<file path="config.mk">
export PLATFORM = sky130hd
export DESIGN_NAME = mips_fetch_unit
export DESIGN_NICKNAME = d
export VERILOG_FILES = /design/src/rtl/mips_fetch_unit.sv
export SDC_FILE = /design/constraint.sdc
export NUM_CORES = 1
export LEC_CHECK = 0
export CORE_ASPECT_RATIO = 1.5
export CORE_MARGIN = 2
export CORE_UTILIZATION = 50
export CTS_CLUSTER_SIZE = 25
export DETAILED_ROUTE_END_ITERATION = 8
export PLACE_DENSITY_LB_ADDON = 0.3
export SLEW_MARGIN = 20
export SYNTH_ARGS = -nofsm -noshare
export SYNTH_HDL_FRONTEND = slang
export SYNTH_SLANG_ARGS = --single-unit
</file>
<file path="constraint.sdc">
create_clock -name clk -period 5.9 [get_ports clk]
set_input_delay 1.77 -clock clk [delete_from_list [all_inputs] [get_ports clk]]
set_output_delay 1.77 -clock clk [all_outputs]
set_load 0.005 [all_outputs]
</file>
<file path="src/rtl/mips_fetch_unit.sv">
// mips_fetch_unit
// Instruction-fetch stage of the multi-cycle MIPS core. Holds the program
// counter and reads one instruction word per fetch over a waitrequest-style
// memory bus. It hands each word to the control unit with a valid/ready
// handshake and applies taken jumps/branches after one architectural delay
// slot. A jump to address 0 halts the unit until the next reset.
//
// Ports
//   clk              rising-edge clock
//   reset            synchronous, active-high reset
//   mem_address      fetch byte address (always the pc)
//   mem_read         read request, high only while fetching
//   mem_waitrequest  memory not ready; a read completes when this is low
//   mem_readdata     instruction word, captured when the read completes
//   instr_valid      instr/instr_pc hold a fetched instruction
//   instr_ready      control unit accepts the instruction this cycle
//   instr            fetched instruction word
//   opcode           instr[31:26]
//   instr_pc         address the instruction was fetched from
//   redirect_valid   accepted instruction is a taken jump/branch
//   redirect_target  jump/branch target byte address
//   active           high while fetching or issuing
module mips_fetch_unit #(
  parameter logic [31:0] RESET_VECTOR = 32'hBFC00000
) (
  input  logic        clk,
  input  logic        reset,
  output logic [31:0] mem_address,
  output logic        mem_read,
  input  logic        mem_waitrequest,
  input  logic [31:0] mem_readdata,
  output logic        instr_valid,
  input  logic        instr_ready,
  output logic [31:0] instr,
  output logic [5:0]  opcode,
  output logic [31:0] instr_pc,
  input  logic        redirect_valid,
  input  logic [31:0] redirect_target,
  output logic        active
);

  typedef enum logic [1:0] {
    IDLE,
    FETCH,
    ISSUE,
    HALTED
  } state_t;

  state_t      state_q;
  logic [31:0] pc_q;
  logic [31:0] instr_q;
  logic [31:0] instr_pc_q;
  logic        pending_q;
  logic [31:0] pending_target_q;

  // Handshake outputs are registered alongside the state so that no input
  // reaches an output combinationally.
  logic        mem_read_q;
  logic        instr_valid_q;
  logic        active_q;

  logic        read_done;
  logic        accept;
  logic [31:0] pc_plus4;

  assign read_done = mem_read_q & ~mem_waitrequest;
  assign accept    = instr_valid_q & instr_ready;
  assign pc_plus4  = pc_q + 32'd4;

  always_ff @(posedge clk) begin
    if (reset) begin
      state_q          <= IDLE;
      pc_q             <= RESET_VECTOR;
      instr_q          <= '0;
      instr_pc_q       <= '0;
      pending_q        <= 1'b0;
      pending_target_q <= '0;
      mem_read_q       <= 1'b0;
      instr_valid_q    <= 1'b0;
      active_q         <= 1'b0;
    end else begin
      case (state_q)
        IDLE: begin
          state_q    <= FETCH;
          mem_read_q <= 1'b1;
          active_q   <= 1'b1;
        end

        FETCH: begin
          // pc is untouched here, so the address holds through wait states.
          if (read_done) begin
            instr_q       <= mem_readdata;
            instr_pc_q    <= pc_q;
            state_q       <= ISSUE;
            mem_read_q    <= 1'b0;
            instr_valid_q <= 1'b1;
          end
        end

        ISSUE: begin
          if (accept) begin
            instr_valid_q <= 1'b0;
            if (pending_q) begin
              // Delay slot just left: take the saved target, or halt on 0.
              // Any redirect flagged on the slot itself is dropped.
              pending_q <= 1'b0;
              if (pending_target_q == '0) begin
                state_q  <= HALTED;
                active_q <= 1'b0;
              end else begin
                pc_q       <= pending_target_q;
                state_q    <= FETCH;
                mem_read_q <= 1'b1;
              end
            end else begin
              // Fall through to the delay slot first; the target waits.
              pc_q       <= pc_plus4;
              state_q    <= FETCH;
              mem_read_q <= 1'b1;
              if (redirect_valid) begin
                pending_q        <= 1'b1;
                pending_target_q <= redirect_target & 32'hFFFF_FFFC;
              end
            end
          end
        end

        HALTED: begin
          // Terminal until reset.
        end

        default: begin
          state_q       <= IDLE;
          mem_read_q    <= 1'b0;
          instr_valid_q <= 1'b0;
          active_q      <= 1'b0;
        end
      endcase
    end
  end

  assign mem_address = pc_q;
  assign mem_read    = mem_read_q;
  assign instr_valid = instr_valid_q;
  assign instr       = instr_q;
  assign opcode      = instr_q[31:26];
  assign instr_pc    = instr_pc_q;
  assign active      = active_q;

endmodule

</file>
Yosys cells after proc, flatten, opt, wreduce, memory -nomap -nowiden
Index checks and enable logic that the tools add are counted.

storage, ports and cells
  input bits = 69
  bits in registers = 132
  output and inout port bits = 105
  word-level logic and storage cells = 56

operators by class
  bitwise operators = 4
  muxes and demuxes = 21
  $add $sub $neg = 1
  equal/unequal tests = 8
  reductions and logical operators = 13

operator list
  cell                   number
  $mux 32                2
  $add 32x3->32 const B  1
  $logic_not 32->1       1
  $reduce_and 4->1       3
  $mux 1                 11
  $ne 2x2->1 const B     5
  $reduce_and 3->1       3
  $mux 2                 4
  $pmux 2 s3             1
  $pmux 1 s2             2
  $reduce_and 2->1       2
  $reduce_bool 2->1      2
  $ne 3x3->1 const B     1
  $pmux 1 s3             1
  $reduce_bool 3->1      1
  $and 1x1->1            2
  $eq 2x1->1 const B     1
  $eq 2x2->1 const B     1
  $logic_not 2->1        1
  $not 1->1              2

Longest topological paths before layout
Gate-level depths: netlist of the first run.

  word-level depth = 5
  depth in mapped cells = 8
  gate-level depth less buffers = 7

Worst setup path after synthesis of the first run
No wires, ideal clock.

  kind = input -> register
  start point = in instr_ready
  end point = reg pc_q[29], in the netlist mem_address[29]
  library setup time = 0.116 ns
  data arrival time = 2.918 ns
  slack = 2.866 ns
  cell stages on the path = 4
  required time = 5.784 ns
  path buffers = 0
  cell sequence = nand3_1 -> a21oi_1 -> mux2_2 -> a31o_2

between the ends
  longest elaborated chain between the ends = 2

RTL lines
  element                            line  RTL
  from (decl)                        33    input logic instr_ready,
  $and 1x1->1                        67    assign accept = instr_valid_q & instr_ready;
  $reduce_and 3->1 (no source line)  n/a
  to (signal assigned)               111   pc_q <= pending_target_q;
  to (signal assigned)               117   pc_q <= pc_plus4;
  to (decl)                          50    logic [31:0] pc_q;

No other way between the ends.
A chain may end at the register's enable or synchronous reset.

Worst setup path in the final report of the first run
  start point = in instr_ready
  end point = reg pending_target_q[6]

between the ends
  longest elaborated chain between the ends = 2

RTL lines
  element                            line  RTL
  $and 1x1->1                        67
  $reduce_and 4->1 (no source line)  n/a
  to (signal assigned)               122   pending_target_q <= redirect_target & 32'hFFFF_FFFC;
  to (decl)                          54    logic [31:0] pending_target_q;

No other way between the ends.

==> results_dict.tcl, run 1 <==
set metrics [dict create \
    outcome "completed" \
    final_cell_mix "nand2_1 (216), clkdlybuf4s50_1 (166), dfxtp_1 (128)" \
    cts_buffer_depth 2 \
    clock-sinks 128 \
    max_freq_mhz 265 \
    min_from "instr_pc[11]" \
    final_common_cell "nand2_1" \
    cp.required_ns 6.24 \
    hold_viol 0 \
    hold_path_depth 2 \
    synthFlopType "dfxtp_1" \
    yosysSeqAreaShare 0.459 \
    layout_min_cycle_time_ns 3.77 \
    drtPass1Iterations 5 \
    grt_antenna_before_repair 0 \
    max-slew-margin-rel 0.336 \
    finalSetupTns_ns 0 \
    io_pins 174 \
    globalRouteOverflowTotal 0 \
    drt_iter0_drc 385 \
    nets 937 \
    synth_edf_count 0 \
    place_hpwl_mm 11.5 \
    nFillCells 908 \
    final_util 0.710 \
    num_vias 5746 \
    reg2reg_to "mem_address[16]" \
    crit_family "simple AND/OR/NAND/NOR gates" \
    yosysTopAreaCell "dfxtp_1" \
    r2r_cells 6 \
    grt.total_usage 0.273 \
    io_buffer_count 167 \
    critical-path-max-stage-delay_ns 0.84 \
    slowest_stage "and2_1" \
    core_um2 10900 \
    ys_warn_count 0 \
    drc_errors 0 \
    peakVddDrop_uv 208 \
    avgViaCountPerCell 5.62 \
    synth_cell_types 54 \
    crit_buf_inv 1 \
    worstMarginPinSlew_ns 0.996 \
    async_flop_share 0 \
    cts-resized-gates 0 \
    critical_path_arrival_ns 4.11 \
    synthCells 728 \
    synth.avg_cell_area_um2 7.68 \
    netlist_area_um2 5590 \
    initial_core_util 0.511 \
    dieArea_um2 12100 \
    postRouteAntennaNets 0 \
    clock-root-buffer "clkbuf_16" \
    rsz0062_at_grt "no" \
    grt_pass1_vias 5465 \
    die_y_um 133 \
    rr_startpoint "pending_q" \
    synthToLayoutAreaGrowth_pct 39.1 \
    finalSetupViolCount 0 \
    clock_latency_ns 0.41 \
    cp_cell_sequence "clkdlybuf4s50_1, nand3_1, nor2_1, and2_1, nand2_1, a21oi_1" \
    cap_violations 0 \
    finClkSkew_ns 0.00729 \
    synth-seq-cells 128 \
    num_antenna_cells 0 \
    cts_tree "done" \
    fin_crit_sh 0.639 \
    crit_type "in2reg" \
    slew_violations 0 \
    drive_above_1_share 0.0549 \
    routed_wl_mm 16.5 \
    setup.worst_path.end_class "register" \
    ctsHoldBuffers 0 \
    synth_area_leaders "dfxtp_1 (46%), nand2_1 (15%), a21oi_1 (10%), clkbuf_1 (2.6%), nor2_1 (1.8%)" \
    min-delay-path-class "reg2reg" \
    powerDensity_nw_per_um2 297 \
    yosys.area.top_type_share 0.459 \
    start_kind "primary input" \
    wire_per_inst_um 16.2 \
    htree_levels 4 \
    rows 47 \
    cts_buffers 17 \
    postCtsSetupBuffers 0 \
    p_leak_uw 0.00259 \
    worst_hold_path.endpoint "instr_pc[11]" \
    r2r_slack_ns 3.26 \
    grt_max_degree 75 \
    crit_fanout 30 \
    dieWidth_um 90.3 \
    grt_pass1_wl_mm 26.8 \
    clk_pin_slew_ns 0.06 \
    startpoint "instr_ready" \
    gp_congestion 0.916 \
]
## worst register-to-register path: cells and delay by family, from the launching register on
| family | cells | cell delay (ns) |
|---|---|---|
| AO/OA/AOI/OAI | 3 | 1.15 |
| buffers and inverters | 2 | 0.86 |
| flip-flops | 1 | 0.30 |
| AND/OR/NAND/NOR | 1 | 0.24 |
## registers in the layout, indices dropped and copies added (netlist names), 2 cells and up
signal	cells
pending_target_q	30
instr_pc	30
mem_address	30
state_q	2
instr	32
## synthesized netlist by cell type, drive strengths merged, types with 2 or more instances
cell type and n:
a221oi 2, and4 6, o21ai 21, a221o 2, clkbuf 41, a211oi 4
nand2 216, o41ai 2, or2 2, dfxtp 128, a31o 4, or3 5
a22oi 10, and3 13, and2 3, nor2 27, buf 18, nand2b 4
o31ai 5, mux2i 2, nand3 12, ha 6, a41oi 2, a31oi 11
inv 11, nor3 9, a21oi 112, nor4 11, o22ai 3, or4 6
a311oi 4, mux2 3, nand4 11
## area by class of cell
| type | instances | area, µm² | share of cell area |
|---|---|---|---|
| Multi-Input combinational cell | 533 | 2730 | 0.351 |
| Sequential cell | 128 | 2560 | 0.330 |
| Timing Repair Buffer | 171 | 1700 | 0.219 |
| Clock buffer | 23 | 468 | 0.0602 |
| Tap cell | 147 | 184 | 0.0237 |
| Clock inverter | 9 | 85.1 | 0.0109 |
| Inverter | 11 | 41.3 | 0.00531 |
## routing by layer
layer,GRT usage,vias up,routed length (µm)
met3,0.0537,43,972
met4,0.129,0,541
met2,0.467,239,8270
met5,0,-,0
li1,-,2796,-
met1,0.331,2668,6740
## logic make-up (layout without fill, tap and decap cells)
family                     after synthesis  count (layout)  share of synthesized area
and+or+nand+nor                        328             328                      0.263
AOI/OAI and AO/OA                      190             190                      0.199
DFF                                    128             128                      0.459
buffers and inverters                   70             214                     0.0558
adders and majority gates                6               6                     0.0134
muxes                                    5               5                    0.00963
other                                    1               4                   0.000671
## worst max path at each step
stage	endpoint	slack (ns)	depth (start not counted)
after floorplan	mem_address[29]	2.87	4
after global placement	pending_target_q[3]	1.82	6
after detailed placement	pending_target_q[6]	1.76	6
after CTS	pending_target_q[6]	2.17	6
after global routing	pending_target_q[6]	1.94	6
final	pending_target_q[6]	2.13	6
## power by group
part	total (µW)	internal, µW	switching (µW)
Clock	972	600	372
Sequential	977	921	55.9
Combinational	360	190	170
## through the flow
step           instance area, µm²  hold slack [ns]  setup slack [ns]  std cells  total power (µW)
6_report                     7770            0.452              2.13       1022              2310
5_1_grt                      7770            0.473              1.94       1022              2400
4_1_cts                      7770            0.455              2.17       1022              2310
3_5_place_dp                 7210            0.447              1.76        990              1350
3_3_place_gp                 7210            0.441              1.82        990              1340
2_1_floorplan                5600            0.444              2.87        731              1170
Power figures use the tool's default switching activity.
==> inputs of run 2 (changes only) <==
--- a/config.mk
+++ b/config.mk
@@ -7,7 +7,7 @@
 export LEC_CHECK = 0
 export CORE_ASPECT_RATIO = 1.5
 export CORE_MARGIN = 2
-export CORE_UTILIZATION = 50
+export CORE_UTILIZATION = 47
 export CTS_CLUSTER_SIZE = 25
 export DETAILED_ROUTE_END_ITERATION = 8
 export PLACE_DENSITY_LB_ADDON = 0.3
==> constraint.sdc (replaced) <==
create_clock -name clk -period 3.7 [get_ports clk]
set_input_delay 1.11 -clock clk [delete_from_list [all_inputs] [get_ports clk]]
set_output_delay 1.11 -clock clk [all_outputs]
set_load 0.005 [all_outputs]
==> run 2 against run 1 <==
Sequential power grew 59%; via count shrank 0.90%; wire length shrank 1.5%; total power grew 64%; critical path depth shrank 5; worst setup slack lost 1.1 ns; hold slack lost 0.00087 ns; non-clock buffer count grew 6; clock power grew 70%; register-to-register slack lost 1.9 ns; first-iteration DRC count grew 7.5%; count of clock-buffer cells in the layout shrank 4; critical path type is now reg2out; critical endpoint is now mem_address[11]; highest routed layer unchanged.
==> results_dict.tcl, run 2 (synthesis gave the netlist of run 1 again) <==
set metrics [dict create \
    place_hpwl_mm 11.6 \
    grt_pass1_vias 5307 \
    max-slew-margin-rel 0.472 \
    clock_latency_ns 0.42 \
    dieWidth_um 93.0 \
    grt_max_degree 103 \
    dieArea_um2 12800 \
    clock-sinks 128 \
    die_y_um 138 \
    initial_core_util 0.485 \
    grt_antenna_before_repair 0 \
    cts_buffers 17 \
    slowest_stage "clkdlybuf4s50_1" \
    crit_family "buffers and inverters" \
    postRouteAntennaNets 0 \
    fin_crit_sh 0.733 \
    critical_path_arrival_ns 1.60 \
    final_util 0.682 \
    routed_wl_mm 16.3 \
    io_pins 174 \
    seqCellArea_um2 2560 \
    p_leak_uw 0.00265 \
    dp_cells 999 \
    routed.top_layer "met4" \
    nets 943 \
    layout_min_cycle_time_ns 2.71 \
    clock-root-buffer "clkbuf_16" \
    globalRouteOverflowTotal 0 \
    critical-path-max-stage-delay_ns 0.64 \
    wire_per_inst_um 15.8 \
    io_buffer_count 167 \
    final_cell_mix "nand2_1 (216), clkdlybuf4s50_1 (166), dfxtp_1 (128)" \
    layoutNonFillerInstCount 1031 \
    wl_met1_mm 6.31 \
    core_um2 11500 \
    drive_above_1_share 0.0658 \
    peakVddDrop_uv 337 \
    finalSetupViolCount 0 \
    synthToLayoutAreaGrowth_pct 40.8 \
    slew_violations 0 \
    finClkSkew_ns 0.00740 \
    outcome "completed" \
    min-delay-path-class "reg2reg" \
    worstMarginPinSlew_ns 0.792 \
    wl_met2_mm 8.55 \
    cts_tree "done" \
    avgViaCountPerCell 5.52 \
    max_freq_mhz 369 \
    powerDensity_nw_per_um2 481 \
    rows 48 \
    gp_congestion 0.908 \
    grt.total_usage 0.254 \
    cts_buffer_depth 2 \
    hold_viol 0 \
    htree_levels 4 \
    crit_fanout 9 \
    setup.worst_path.end_class "output pin" \
    dpl_worst_slack_ns 0.636 \
    crit_buf_inv 1 \
    finalSetupTns_ns 0 \
    rsz0062_at_grt "no" \
    largest_reg_flops 32 \
    setup_ws_ns 0.987 \
    grt_pass1_wl_mm 25.8 \
    multi_input_area_um2 2730 \
    postCtsSetupBuffers 0 \
    cap_violations 0 \
    drtPass1Iterations 9 \
    cp_cell_sequence "clkdlybuf4s50_1" \
    r2r_slack_ns 1.31 \
    cp.required_ns 2.59 \
    nFillCells 951 \
    start_kind "register" \
    crit_type "reg2out" \
    final_common_cell "nand2_1" \
    drt_iter0_drc 414 \
    clk_pin_slew_ns 0.06 \
    ctsHoldBuffers 0 \
    num_antenna_cells 0 \
    wl_met3_mm 1.06 \
    cts-resized-gates 0 \
    num_vias 5694 \
    drc_errors 0 \
]
-- run 2: report_power, final --
part / internal, µW / switching, µW
Clock: 1030 / 621
Sequential: 1470 / 85.0
Combinational: 307 / 280
-- run 2: stage by stage --
stage	instance area (µm²)	hold slack, ns	power (µW)
final	7870	0.451	3790
after global routing	7870	0.473	3930
after CTS	7870	0.454	3800
after detailed placement	7270	0.446	2160
after global placement	7270	0.440	2130
after floorplan	5600	0.444	1860
-- run 2: area by class of cell --
type,count,area share
multi-input combinational,533,0.347
sequential,128,0.326
timing repair buffer,177,0.223
clock buffer,19,0.0576
tap,150,0.0239
clock inverter,13,0.0175
inverter,11,0.00525
-- run 2: final timing paths --
kind	startpoint	end	cells after the start
worst max-delay path	mem_address[11]	mem_address[11]	1
worst min-delay path	instr_pc[2]	instr_pc[2]	2
worst max register to register	pending_target_q[2]	mem_address[17]	5
worst min register to register	instr_pc[2]	instr_pc[2]	2
-- run 2: metal layers --
layer / GRT usage / vias up
li1: - / 2809
met1: 0.288 / 2624
met2: 0.461 / 227
met3: 0.0553 / 34
met4: 0.0980 / 0
met5: 0 / -
==> inputs of run 3 (changes only) <==
==> constraint.sdc (replaced) <==
create_clock -name clk -period 2.5 [get_ports clk]
set_input_delay 0.75 -clock clk [delete_from_list [all_inputs] [get_ports clk]]
set_output_delay 0.75 -clock clk [all_outputs]
set_load 0.005 [all_outputs]
==> run 3 against run 2 <==
Combinational power up 55%; wire length up 1.8%; final cell count up 1.5%; via count up 1.4%; total power up 47%; clock skew down 0.00081 ns; critical path type unchanged.
==> results_dict.tcl, run 3 (synthesis gave the netlist of run 1 again) <==
set metrics [dict create \
    num_vias 5772 \
    cp.required_ns 1.75 \
    grt_max_degree 82 \
    nFillCells 989 \
    io_pins 174 \
    gr-usage-met2 0.453 \
    synthToLayoutAreaGrowth_pct 42.9 \
    io_buffer_count 167 \
    cts_buffers 17 \
    dieArea_um2 12800 \
    htree_levels 4 \
    globalRouteOverflowTotal 0 \
    cts-resized-gates 0 \
    setup_ws_ns 0.170 \
    drtPass1Iterations 6 \
    fin_crit_sh 0.932 \
    final_cell_mix "nand2_1 (216), clkdlybuf4s50_1 (166), dfxtp_1 (128)" \
    finalSetupViolCount 0 \
    ctsHoldBuffers 0 \
    p_leak_uw 0.00272 \
    powerDensity_nw_per_um2 698 \
    grt_pass1_vias 5343 \
    grt_antenna_before_repair 0 \
    finClkSkew_ns 0.00659 \
    crit_family "buffers and inverters" \
    cp_cell_sequence "clkdlybuf4s50_1" \
    clock-root-buffer "clkbuf_16" \
    layout_min_cycle_time_ns 2.33 \
    dieWidth_um 93.0 \
    cts_tree "done" \
    peakVddDrop_uv 532 \
    gp_congestion 0.911 \
    hold_viol 0 \
    postRouteAntennaNets 0 \
    drt_iter0_drc 417 \
    clk_pin_slew_ns 0.06 \
    routed_wl_mm 16.6 \
    grt.total_usage 0.261 \
    final_common_cell "nand2_1" \
    busiest_layer "met2" \
    layoutNonFillerInstCount 1046 \
    critical_path_arrival_ns 1.58 \
    place_hpwl_mm 12.0 \
    outcome "completed" \
    slowest_stage "clkdlybuf4s50_1" \
    avgViaCountPerCell 5.52 \
    slew_violations 0 \
    largest_reg_flops 32 \
    grt_pass1_wl_mm 26.5 \
    dp_cells 1014 \
    min-delay-path-class "reg2reg" \
    wire_per_inst_um 15.8 \
    use_met3 0.0531 \
    die_y_um 138 \
    use_met1 0.304 \
    clock_latency_ns 0.41 \
    start_kind "register" \
    rows 48 \
    critical-path-max-stage-delay_ns 0.64 \
    setup.worst_path.end_class "output pin" \
    crit_type "reg2out" \
    rsz0062_at_grt "no" \
    finalPower_uw 5580 \
    core_um2 11500 \
    max-slew-margin-rel 0.459 \
    max_freq_mhz 429 \
    drc_errors 0 \
    crit_fanout 9 \
    worstMarginPinSlew_ns 0.811 \
    nets 958 \
    num_antenna_cells 0 \
    postCtsSetupBuffers 0 \
    initial_core_util 0.485 \
    dpl_worst_slack_ns -0.0680 \
    cts_buffer_depth 2 \
    crit_buf_inv 1 \
    final_util 0.692 \
    drive_above_1_share 0.0804 \
    clock-sinks 128 \
    cap_violations 0 \
]
run 3: worst reg2reg max path, stage by stage, from the launching register on:
cell and delay (ns):
dfxtp_1 0.35, nor4b_1 0.46, nand4_1 0.25, o21ai_2 0.44, buf_4 0.22, o21ai_0 0.08, a221o_1 0.36
run 3: final cells by class:
cell class	instances	area (µm²)	share of cell area
clock inverter	14	141	0.0177
timing repair buffer	192	1890	0.237
inverter	11	41.3	0.00517
clock buffer	18	429	0.0538
tap	150	188	0.0235
sequential	128	2560	0.321
multi-input combinational	533	2730	0.342
run 3: worst paths after layout:
kind,slack (ns),from,end,depth (start not counted)
max,0.17,mem_address[11],mem_address[11],1
min,0.45,instr_pc[15],instr_pc[15],2
max reg2reg,0.22,pending_target_q[8],mem_address[17],6
min reg2reg,0.45,instr_pc[15],instr_pc[15],2
run 3: routing by layer:
metal	vias up	routed length [µm]
met2	224	8450
met5	-	0
li1	2835	-
met3	33	977
met1	2680	6630
met4	0	510
run 3: through the flow:
step / setup TNS (ns) / area [µm²] / hold slack (ns)
3_5_place_dp: -0.113 / 7410 / 0.446
5_1_grt: 0 / 7980 / 0.470
2_1_floorplan: 0 / 5600 / 0.444
6_report: 0 / 7980 / 0.451
4_1_cts: 0 / 7980 / 0.453
3_3_place_gp: -0.0126 / 7410 / 0.441
run 3: power breakdown:
group	switching (µW)	internal, µW
logic	419	491
registers	125	2170
clock network	906	1460
